`config.mk`:
```
export PLATFORM = sky130hd
export DESIGN_NAME = wash_cycle_ctrl
export DESIGN_NICKNAME = d
export VERILOG_FILES = /design/src/rtl/wm_pkg.sv /design/src/rtl/sec_tick.sv /design/src/rtl/wash_cycle_ctrl.sv
export SDC_FILE = /design/constraint.sdc
export NUM_CORES = 1
export LEC_CHECK = 0
export CAP_MARGIN = 20
export CELL_PAD_IN_SITES_DETAIL_PLACEMENT = 1
export CELL_PAD_IN_SITES_GLOBAL_PLACEMENT = 1
export CORE_MARGIN = 5
export CORE_UTILIZATION = 45
export DETAILED_ROUTE_END_ITERATION = 10
export HOLD_SLACK_MARGIN = 0.08
export PLACE_DENSITY_LB_ADDON = 0.2
export SLEW_MARGIN = 5
export SYNTH_ARGS = -nofsm -noshare
export SYNTH_HDL_FRONTEND = slang
export SYNTH_SLANG_ARGS = --single-unit
```
`constraint.sdc`:
```
create_clock -name clk -period 4.53 [get_ports clk]
set_clock_uncertainty 0.15 [all_clocks]
set_input_delay 0.906 -clock clk [delete_from_list [all_inputs] [get_ports clk]]
set_output_delay 0.906 -clock clk [all_outputs]
set_load 0.05 [all_outputs]
```
`src/rtl/wm_pkg.sv`:
```
// Shared washing-machine definitions: phase and mode encodings plus the
// per-mode duration and price tables used by the controller and billing.
package wm_pkg;

   typedef enum logic [2:0] {
      PH_IDLE   = 3'd0,
      PH_CHARGE = 3'd1,
      PH_WASH   = 3'd2,
      PH_RINSE  = 3'd3,
      PH_SPIN   = 3'd4,
      PH_DONE   = 3'd5
   } phase_e;

   typedef enum logic [1:0] {
      MODE_DRY    = 2'b00,
      MODE_SMALL  = 2'b01,
      MODE_MEDIUM = 2'b10,
      MODE_LARGE  = 2'b11
   } mode_e;

   typedef struct packed {
      logic [5:0]  wash_s;
      logic [5:0]  rinse_s;
      logic [5:0]  spin_s;
      logic [11:0] price;
   } program_t;

   function automatic program_t program_of(input mode_e m);
      program_t p;
      case (m)
         MODE_DRY:    p = '{wash_s: 6'd0,  rinse_s: 6'd0,  spin_s: 6'd6, price: 12'd3};
         MODE_SMALL:  p = '{wash_s: 6'd10, rinse_s: 6'd6,  spin_s: 6'd4, price: 12'd5};
         MODE_MEDIUM: p = '{wash_s: 6'd15, rinse_s: 6'd8,  spin_s: 6'd6, price: 12'd8};
         MODE_LARGE:  p = '{wash_s: 6'd20, rinse_s: 6'd10, spin_s: 6'd8, price: 12'd12};
         default:     p = '0;
      endcase
      return p;
   endfunction

   function automatic logic [5:0] phase_dur(input mode_e m, input phase_e ph);
      program_t   p;
      logic [5:0] d;
      p = program_of(m);
      case (ph)
         PH_WASH:  d = p.wash_s;
         PH_RINSE: d = p.rinse_s;
         PH_SPIN:  d = p.spin_s;
         default:  d = 6'd0;
      endcase
      return d;
   endfunction

   // First phase after cur whose duration is non-zero; DONE when none remain.
   function automatic phase_e next_phase(input mode_e m, input phase_e cur);
      phase_e n;
      n = PH_DONE;
      if (cur < PH_SPIN  && phase_dur(m, PH_SPIN)  != 6'd0) n = PH_SPIN;
      if (cur < PH_RINSE && phase_dur(m, PH_RINSE) != 6'd0) n = PH_RINSE;
      if (cur < PH_WASH  && phase_dur(m, PH_WASH)  != 6'd0) n = PH_WASH;
      return n;
   endfunction

   function automatic logic [7:0] total_dur(input mode_e m);
      program_t p;
      p = program_of(m);
      return 8'(p.wash_s) + 8'(p.rinse_s) + 8'(p.spin_s);
   endfunction

endpackage

```
`src/rtl/sec_tick.sv`:
```
// One-second prescaler: pulses tick for one cycle after every CLK_HZ enabled
// cycles; clr restarts the count and en=0 freezes it in place.
module sec_tick #(
   parameter int CLK_HZ = 100_000_000
) (
   input  logic clk,
   input  logic rst,
   input  logic clr,
   input  logic en,
   output logic tick
);

   localparam int              CNT_W = (CLK_HZ > 1) ? $clog2(CLK_HZ) : 1;
   localparam logic [CNT_W-1:0] LAST  = CNT_W'(CLK_HZ - 1);

   logic [CNT_W-1:0] r_cnt;

   assign tick = en & (r_cnt == LAST);

   // NOTE: registers are written with <= so every flop samples pre-edge values.
   always_ff @(posedge clk or negedge rst) begin
      if (!rst) begin
         r_cnt <= '0;
      end else if (clr) begin
         r_cnt <= '0;
      end else if (en) begin
         r_cnt <= tick ? '0 : r_cnt + 1'b1;
      end
   end

endmodule

```
`src/rtl/wash_cycle_ctrl.sv`:
```
// Coin-op wash cycle controller: charges the selected program, then runs the
// non-empty WASH/RINSE/SPIN phases off a one-second tick with pause and abort.
module wash_cycle_ctrl
   import wm_pkg::*;
#(
   parameter int CLK_HZ = 100_000_000
) (
   input  logic        clk,
   input  logic        rst,
   input  logic        on,
   input  logic        start,
   input  logic        pause,
   input  logic [1:0]  mode,
   input  logic        charge_ack,
   input  logic        charge_nak,
   output logic        charge_req,
   output logic [11:0] price,
   output logic [2:0]  phase,
   output logic [5:0]  phase_left,
   output logic [7:0]  total_left,
   output logic        busy,
   output logic        paused,
   output logic        done,
   output logic        err
);

   phase_e     r_state, w_state_nx;
   mode_e      r_mode, w_mode_nx;
   logic [5:0] r_phase_left, w_phase_left_nx;
   logic [7:0] r_total_left, w_total_left_nx;
   logic       r_err, w_err_nx;
   logic       r_start_d;

   logic       w_start_edge;
   logic       w_in_phase;
   logic       w_tick;
   logic       w_tick_clr;
   logic       w_tick_en;
   phase_e     w_first_ph;
   phase_e     w_next_ph;

   assign w_start_edge = start & ~r_start_d;
   assign w_in_phase   = (r_state == PH_WASH) || (r_state == PH_RINSE) || (r_state == PH_SPIN);
   assign w_first_ph   = next_phase(r_mode, PH_CHARGE);
   assign w_next_ph    = next_phase(r_mode, r_state);

   // Prescaler is held at zero outside the phases, so phase entry starts a fresh second.
   assign w_tick_clr = ~on | ~w_in_phase;
   assign w_tick_en  = w_in_phase & ~pause;

   sec_tick #(
      .CLK_HZ (CLK_HZ)
   ) u_sec_tick (
      .clk  (clk),
      .rst  (rst),
      .clr  (w_tick_clr),
      .en   (w_tick_en),
      .tick (w_tick)
   );

   always_ff @(posedge clk or negedge rst) begin
      if (!rst) begin
         r_state      <= PH_IDLE;
         r_mode       <= MODE_DRY;
         r_phase_left <= '0;
         r_total_left <= '0;
         r_err        <= 1'b0;
         r_start_d    <= 1'b0;
      end else begin
         r_state      <= w_state_nx;
         r_mode       <= w_mode_nx;
         r_phase_left <= w_phase_left_nx;
         r_total_left <= w_total_left_nx;
         r_err        <= w_err_nx;
         r_start_d    <= start;
      end
   end

   // NOTE: every next-state variable takes its hold value first, so no path infers a latch.
   always_comb begin
      w_state_nx      = r_state;
      w_mode_nx       = r_mode;
      w_phase_left_nx = r_phase_left;
      w_total_left_nx = r_total_left;
      w_err_nx        = r_err;

      if (!on) begin
         w_state_nx      = PH_IDLE;
         w_phase_left_nx = '0;
         w_total_left_nx = '0;
      end else begin
         case (r_state)
            PH_IDLE: begin
               if (w_start_edge) begin
                  w_state_nx = PH_CHARGE;
                  w_mode_nx  = mode_e'(mode);
                  w_err_nx   = 1'b0;
               end
            end
            PH_CHARGE: begin
               if (charge_nak) begin
                  w_state_nx = PH_IDLE;
                  w_err_nx   = 1'b1;
               end else if (charge_ack) begin
                  w_state_nx      = w_first_ph;
                  w_phase_left_nx = phase_dur(r_mode, w_first_ph);
                  w_total_left_nx = total_dur(r_mode);
               end
            end
            PH_WASH, PH_RINSE, PH_SPIN: begin
               if (w_tick) begin
                  w_total_left_nx = r_total_left - 8'd1;
                  if (r_phase_left == 6'd1) begin
                     w_state_nx      = w_next_ph;
                     w_phase_left_nx = phase_dur(r_mode, w_next_ph);
                  end else begin
                     w_phase_left_nx = r_phase_left - 6'd1;
                  end
               end
            end
            PH_DONE: w_state_nx = PH_IDLE;
            default: w_state_nx = PH_IDLE;
         endcase
      end
   end

   assign charge_req = (r_state == PH_CHARGE);
   assign price      = charge_req ? program_of(r_mode).price : 12'd0;
   assign phase      = r_state;
   assign phase_left = r_phase_left;
   assign total_left = r_total_left;
   assign busy       = w_in_phase;
   assign paused     = w_in_phase & pause;
   assign done       = (r_state == PH_DONE);
   assign err        = r_err;

endmodule

```
==> metrics.cfg <==
[timing]
fin_crit_sh_pct = 88.5
rsz0062_at_grt = no
hold_viol = 0
max_clock_freq_mhz = 250
finalSetupViolCount = 0
hold_ws_ns = 0.348
slew-limit-headroom_pct = 56.7
slew_viol_final = 0
tightest_slew_ns = 0.650
tns_ns = 0
min_period_ns = 4.01

[place]
dpl.cell_count = 495
io_buffer_count = 34
place.gp.congestion = 0.846
place_hpwl_mm = 6.80

[logic_synthesis]
async_reset_ff_share_pct = 100
yosys_warnings = 0
synthTopCellsByCount = dfrtp_1, nor2_1, nand2_1
synth.most_common_cell = dfrtp_1
synth_cell_types = 66
synth_top_flop_cell = dfrtp_1
synthesis.area_sq_um = 3280
ys_seq_area_share_pct = 36.6
ys_seq_elements = 48
synth_area_leaders = dfrtp_1, ha_1, xnor2_1
yosysTopAreaCell = dfrtp_1
synth_cells = 375
avgSynthCellArea_sq_um = 8.75
synth-edff-count = 0
synth_top_area_share_pct = 36.6

[critical_path]
start_kind = flop
crit_arrival_ns = 2.95
end_kind = output pin
critical-path-max-stage-delay_ns = 0.80
worstReg2RegEnd = total_left[3]
cp.buffers_inverters = 3
crit_family = buffers and inverters
crit_cells = 6
required_ns = 3.47
cp_max_fo = 17
r2r_cells = 6
crit_chain = nor3b_1 -> nor2_1 -> buf_4 -> clkinv_1 -> and2_1 -> clkdlybuf4s50_1
rr_startpoint = phase[0]
rrSetupSlack_ns = 1.75
slowest_stage = clkdlybuf4s50_1
path_class = flop to output pin

[cts]
post_cts_buffers = 0
worst_skew_pair.late_latency_ns = 0.31
cts_buffers = 5
postCtsHoldBufs = 0
path_clk_slew_ns = 0.10
cts_tree = done
clock_sinks = 48
htreeDepth = 2
max-clock-path-buffers = 2
root_buffer = clkbuf_8
cts.repair.resized = 0

[global_route]
grt_usage_pct = 21.7
antenna_found_initial = 0
grt_overflow = 0
grt_pass1_wl_mm = 15.5
grt_pass1_vias = 3108
grt_start_max_net_pins = 49

[route]
first_iter_violations = 74
first_pass_iters = 4
wl_per_cell_um = 18.2
avgViaCountPerCell = 5.91
drt_wl_total_mm = 9.18
vias = 2974
drc = 0
ant_nets = 0

[hold_path]
min_to = total_left[7]
hold_class = flop to flop
holdPathStages = 1
min_from = total_left[7]

[floorplanning]
die_height_um = 95.4
dieArea_sq_um = 9100
core_sq_um = 7180
io_pins = 43
row_count = 31
initial_utilization_pct = 45.7
die_x_um = 95.4

[finish]
nets = 424
multi_input_area_sq_um = 1900
fin_util_pct = 52.6
stdcell_count = 503
syn_to_final_growth_pct = 15.1
n_antenna_cell = 0
fillers = 833
final-seq-area_sq_um = 1200
drive_above_1_share_pct = 7.67

[job]
cap_violations = 0

[outcome]
status = finished clean

[pwr]
power.total_mw = 1.96
ir_drop_mv = 0.401
leakage_nw = 1.45
power_density_nw_per_um2 = 520

==> routing by layer <==
layer	GRT usage [%]	up-vias	part of all wire, %
li1	-	1415	-
met1	26.6	1491	44
met2	39.0	54	51
met3	3.63	14	2.8
met4	6.16	0	1.7
met5	0	-	0
==> how the worst max path moves through the flow <==
stage	startpoint	to	slack [ns]
2_1_floorplan	phase[0]	price[2]	0.83
3_3_place_gp	pause	paused	0.92
3_5_place_dp	phase[0]	paused	0.89
4_1_cts	phase[0]	paused	0.52
5_1_grt	phase[0]	paused	0.37
6_report	phase[0]	paused	0.52
==> layout make-up <==
type | instances | share of cell area, %
well taps | 99 | 3.28
inverters | 17 | 1.69
flip-flops and latches | 48 | 31.8
clock inverters | 2 | 0.927
clock buffers | 6 | 1.92
multi-input cells | 291 | 50.3
repair buffers | 40 | 10.1
==> worst register-to-register path: stages (launching register included) <==
cell and delay, ns:
dfrtp_1 0.56, nor3b_1 0.60, nor2_1 0.11, buf_4 0.21, nor2_1 0.51, nor2_1 0.18
o32ai_1 0.34
==> kinds of logic (layout without fill, tap and decap cells) <==
group	Yosys count	count (layout)	synth area share [%]
AO/OA/AOI/OAI	72	72	15.3
XOR/XNOR	21	21	5.61
adder cells (fa/ha/maj)	12	12	4.58
buffers and inverters	43	65	6.25
flip-flops	48	48	36.6
multiplexers	7	7	2.52
other	1	8	0.114
AND/OR/NAND/NOR	171	171	29.0
==> cell usage in the layout, fill, tap and decap left out, types with 10 or more instances in the layout <==
cell type	Yosys	routed
ha_1	12	12
clkdlybuf4s50_1	0	33
nor3_1	19	19
a21oi_1	17	17
nor2_1	35	35
dfrtp_1	48	48
nor4_1	13	13
o21ai_0	14	14
nand4_1	10	10
nand3_1	21	21
inv_1	16	16
nand2_1	24	24
xnor2_1	16	16
==> registers in the layout (all words and copies together) (netlist names) <==
register / cells
r_start_d: 1
err: 1
phase_left: 6
phase: 3
u_sec_tick.r_cnt: 27
r_mode: 2
total_left: 8
==> metrics by stage <==
step	worst slack (ns)	cell area, sq um
finish	0.523	3780
detailed placement	0.886	3670
floorplan	0.834	3310
CTS	0.524	3780
global route	0.369	3780
global placement	0.923	3670
==> power by group <==
group	leakage (nW)	internal, mW	total, mW	switching, mW
Sequential	0.651	0.486	0.577	0.0910
Clock	0.0552	0.164	0.317	0.153
Combinational	0.746	0.370	1.07	0.699
Power figures use the tool's default switching activity.
